`src/rtl/pending_priority_encoder.sv`:
```
// ---------------------------------------------------------------------------
// pending_priority_encoder
//
// Captures N request lines into a sticky pending register and offers one
// winning index at a time on a registered valid/ready port. A pending bit is
// cleared only when its index is accepted. An offered index is never
// preempted: while valid is high and ready is low, out and valid are frozen.
//
// Optional build macro:
//   PPE_ROUND_ROBIN_EN  - defined:   round-robin selection starting at rr_ptr
//                         undefined: fixed priority, highest index wins
//
// Ports:
//   clk      in   1      clock, rising edge
//   rst      in   1      synchronous active-high reset
//   in       in   N      request lines, sampled every cycle
//   ready    in   1      consumer accepts the offered index this cycle
//   valid    out  1      out holds a pending index
//   out      out  IDX_W  offered index (registered)
//   pending  out  N      current pending register
//   ovf      out  1      one-cycle pulse: a request hit an already-pending bit
// ---------------------------------------------------------------------------
module pending_priority_encoder #(
  parameter  int N     = 8,
  localparam int IDX_W = $clog2(N)
) (
  input  logic             clk,
  input  logic             rst,
  input  logic [N-1:0]     in,
  input  logic             ready,
  output logic             valid,
  output logic [IDX_W-1:0] out,
  output logic [N-1:0]     pending,
  output logic             ovf
);

  logic             acc;
  logic [N-1:0]     clr;
  logic [N-1:0]     pend_nx;
  logic             ovf_nx;
  logic [IDX_W-1:0] sel_idx;

  // Successor index with wrap-around at N-1 (N need not be a power of two).
  function automatic logic [IDX_W-1:0] next_idx(input logic [IDX_W-1:0] o);
    next_idx = (o == IDX_W'(N - 1)) ? '0 : o + 1'b1;
  endfunction

`ifdef PPE_ROUND_ROBIN_EN
  logic [IDX_W-1:0] rr_ptr;
  logic [IDX_W-1:0] rr_base;

  // Search upward from base with wrap; the first set bit wins. Iterating
  // from the farthest offset down lets the nearest hit overwrite the result.
  function automatic logic [IDX_W-1:0] sel_rr(input logic [N-1:0]     p,
                                              input logic [IDX_W-1:0] base);
    int j;
    sel_rr = '0;
    for (int k = N - 1; k >= 0; k--) begin
      j = (int'(base) + k) % N;
      if (p[j]) sel_rr = IDX_W'(j);
    end
  endfunction
`else
  // Fixed priority: the highest set index wins (later iterations overwrite).
  function automatic logic [IDX_W-1:0] sel_fixed(input logic [N-1:0] p);
    sel_fixed = '0;
    for (int i = 0; i < N; i++) begin
      if (p[i]) sel_fixed = IDX_W'(i);
    end
  endfunction
`endif

  always_comb begin
    acc = valid & ready;
    clr = '0;
    if (acc) clr[out] = 1'b1;
    // Set wins over clear: a request arriving on the index being accepted
    // keeps that bit pending.
    pend_nx = (pending & ~clr) | in;
    ovf_nx  = |(in & pending & ~clr);
`ifdef PPE_ROUND_ROBIN_EN
    // On an accept the search starts just past the granted index, so the
    // index reloaded in the same cycle already respects the new pointer.
    rr_base = acc ? next_idx(out) : rr_ptr;
    sel_idx = sel_rr(pend_nx, rr_base);
`else
    sel_idx = sel_fixed(pend_nx);
`endif
  end

  always_ff @(posedge clk) begin
    if (rst) begin
      pending <= '0;
      valid   <= 1'b0;
      out     <= '0;
      ovf     <= 1'b0;
`ifdef PPE_ROUND_ROBIN_EN
      rr_ptr  <= '0;
`endif
    end else begin
      pending <= pend_nx;
      ovf     <= ovf_nx;
      // Output stage reloads only when empty or when the offer is taken;
      // otherwise the offered index is held regardless of new requests.
      if (!valid || acc) begin
        valid <= |pend_nx;
        if (|pend_nx) out <= sel_idx;
      end
`ifdef PPE_ROUND_ROBIN_EN
      if (acc) rr_ptr <= next_idx(out);
`endif
    end
  end

endmodule

```
`config.mk`:
```
export PLATFORM = sky130hd
export DESIGN_NAME = pending_priority_encoder
export DESIGN_NICKNAME = d
export VERILOG_FILES = /design/src/rtl/pending_priority_encoder.sv
export SDC_FILE = /design/constraint.sdc
export NUM_CORES = 1
export LEC_CHECK = 0
export CAP_MARGIN = 10
export CORE_ASPECT_RATIO = 1.1
export CORE_UTILIZATION = 45
export DETAILED_ROUTE_END_ITERATION = 10
export PLACE_DENSITY = 0.78
export SYNTH_ARGS = -nofsm -noshare
export SYNTH_HDL_FRONTEND = slang
export SYNTH_SLANG_ARGS = --single-unit
```
`constraint.sdc`:
```
create_clock -name clk -period 2.4 [get_ports clk]
set_clock_uncertainty 0.05 [all_clocks]
set_input_delay 0.24 -clock clk [delete_from_list [all_inputs] [get_ports clk]]
set_output_delay 0.24 -clock clk [all_outputs]
set_load 0.02 [all_outputs]
```
==> results.sh <==
export IMPL_cp_max_fo=13
export IMPL_wl_um=1949
export IMPL_track_usage=0.2162
export IMPL_grt_setup_unrepaired="no"
export IMPL_routedWlPerCell_um=15.11
export IMPL_die_h_um=45.37
export IMPL_power_switching_mw=0.1796
export IMPL_critPathRequiredTime_ns=2.50
export IMPL_synth_top_area_frac=0.3382
export IMPL_synth_seq_cells=13
export IMPL_stdcell_area_um2=1036
export IMPL_drtIter0Drc=13
export IMPL_critPathSlowestCell="dfxtp_1"
export IMPL_place_area_um2=1010
export IMPL_drt_pre_antenna_iters=4
export IMPL_seq_power_share=0.463
export IMPL_hold_class="reg -> reg"
export IMPL_endpoint_kind="register"
export IMPL_via_per_inst=5.953
export IMPL_syn_area_per_cell_um2=8.845
export IMPL_syn_area_um2=769.5
export IMPL_antenna_found_initial=0
export IMPL_grt_max_degree=15
export IMPL_gp_congestion=0.8140
export IMPL_rows=15
export IMPL_cts_buffer_depth=2
export IMPL_fin_crit_sh=0.8666
export IMPL_pwr_share_comb=0.282
export IMPL_htreeDepth=1
export IMPL_ys_seq_area_frac=0.3382
export IMPL_max_freq_mhz=480.8
export IMPL_start_util=0.4881
export IMPL_area_delta_synth_final_pct=34.63
export IMPL_dp_hpwl_um=1458
export IMPL_postCtsSetupRepairBufs=0
export IMPL_r2r_end="out[0]"
export IMPL_antenna_cells=0
export IMPL_worstPathArrival_ns=2.18
export IMPL_place_ws_ns=0.1327
export IMPL_min_to="out[2]"
export IMPL_ctsResizeCount=0
export IMPL_cts_root_buf="clkbuf_4"
export IMPL_fin_ws_ns=0.3202
export IMPL_r2r_start="out[1]"
export IMPL_crit_chain="nand2_1 -> o31a_1 -> nor4_4 -> a31oi_2 -> mux2i_1 -> nor2_1"
export IMPL_post_route_drc_count=0
export IMPL_rr_worst_depth=6
export IMPL_holdWs_ns=0.4994
export IMPL_grt_pass1_vias=671
export IMPL_setup_violations=0
export IMPL_min_from="out[2]"
export IMPL_synth_cells=87
export IMPL_p_int_mw=0.3750
export IMPL_finalCriticalPeriod_ns=2.080
export IMPL_ys_top_cells_by_area="dfxtp_1 34%, nor2_1 6.3%, a211oi_2 3.3%"
export IMPL_cts_made_buffers=3
export IMPL_yosys_warnings=0
export IMPL_vias=768
export IMPL_slew_violations=0
export IMPL_clk_pin_slew_ns=0.08
export IMPL_cts_sinks=13
export IMPL_tritoncts="built"
export IMPL_dieArea_um2=1879
export IMPL_finish_net_count=124
export IMPL_drv_cap=0
export IMPL_rrSetupSlack_ns=0.32
export IMPL_synth_area_leader_cell="dfxtp_1"
export IMPL_die_w_um=41.43
export IMPL_drt_antenna_violating_nets=0
export IMPL_synth_flop_cell="dfxtp_1"
export IMPL_setup_tns_ns=0
export IMPL_ys_types=39
export IMPL_finalHoldViolCount=0
export IMPL_leakagePower_nw=0.3769
export IMPL_swShare=0.3238
export IMPL_crit_type="reg -> reg"
export IMPL_cpPeakStageDelay_ns=0.60
export IMPL_drive_gt1_frac=0.1339
export IMPL_hold_depth=2
export IMPL_grt_first_pass_wirelength_um=3042
export IMPL_async_flop_share=0
export IMPL_cts_hold_buf=0
export IMPL_core_area_um2=1577
export IMPL_grt_ovfl_total=0
export IMPL_ios=24
export IMPL_port_buffers=23
export IMPL_power_density_nw_per_um2=535.4
export IMPL_vdd_ir_drop_max_uv=397.1
export IMPL_syn_nets=98
export IMPL_insertion_delay_ns=0.28
export IMPL_worstMarginPinSlew_ns=0.5170
export IMPL_critPathLaunchType="register"
export IMPL_clkPwrFrac=0.255
export IMPL_outcome="completed"
export IMPL_synth_edff_count=0
export IMPL_slew_limit_headroom=0.6543
==> kinds of logic after synthesis <==
family                 synth area share
and+or+nand+nor                  0.3268
buffers and inverters           0.03414
DFF                              0.3382
AOI/OAI and AO/OA                0.2878
muxes                           0.01301
==> sequential cells by signal, indices dropped and copies added, names as in the netlist <==
register	count
out	3
valid	1
pending	8
ovf	1
==> cell type report <==
cell class                 instances  area, um^2
inverter                           2       7.507
timing repair buffer              24       237.7
tap                               17       21.27
multi-input combinational         69       483.0
fill                             154       540.5
sequential                        13       260.3
clock buffer                       4       26.28
==> power groups by stage <==
stage	logic, mW	clock network, mW	registers, mW
floorplan	0.0741	0	0.273
global route	0.167	0.146	0.260
finish	0.156	0.141	0.257
CTS	0.156	0.142	0.256
detailed placement	0.156	0	0.262
global placement	0.154	0	0.261
==> stage by stage <==
| step | instances | power [mW] | util |
|---|---|---|---|
| floorplan | 87 | 0.3468 | - |
| global placement | 125 | 0.4145 | 0.6405 |
| detailed placement | 125 | 0.4171 | 0.6405 |
| CTS | 129 | 0.5545 | 0.6571 |
| global route | 129 | 0.5734 | 0.6571 |
| finish | 129 | 0.5547 | 0.6571 |
==> critical path, delay by kind of cell (launching register included) <==
kind	cells	cell delay (ns)
simple gates	3	0.58
compound gates	2	0.54
mux	1	0.18
flops	1	0.60
==> cell usage in the layout, fill, tap and decap left out, types with 3 or more instances in the layout <==
cell type and instances:
a31oi_1 3, nor3_1 5, a21oi_1 4, dfxtp_1 13, nor2_1 13, clkbuf_4 3, clkdlybuf4s50_1 23, nor2b_1 4
nand3_1 3
==> synth_stat cells (2+ instances only) <==
cell,count
a211oi_2,2
a21oi_1,4
a21oi_2,2
a31oi_1,3
and3_1,2
buf_4,2
dfxtp_1,13
inv_1,2
nand2_1,2
nand2b_1,2
nand3_1,3
nor2_1,13
nor2b_1,4
nor3_1,5
o21ai_0,2
o311ai_0,2
o31a_1,2
==> worst max path at each step <==
stage	slack, ns	end	startpoint	cells past startpoint
floorplan	0.55	out[0]	out[1]	7
finish	0.32	out[0]	out[1]	6
CTS	0.34	out[0]	out[1]	6
global route	0.15	out[0]	out[1]	6
detailed placement	0.13	out[0]	ready	7
global placement	0.21	out[0]	ready	7
==> metal layers <==
metal / part of all wire / track usage / vias to the layer above
li1: - / - / 380
met1: 0.45 / 0.2721 / 356
met2: 0.47 / 0.3656 / 27
met3: 0.058 / 0.03968 / 5
met4: 0.015 / 0.09677 / 0
met5: 0 / 0 / -
(Power assumes the default switching activity.)
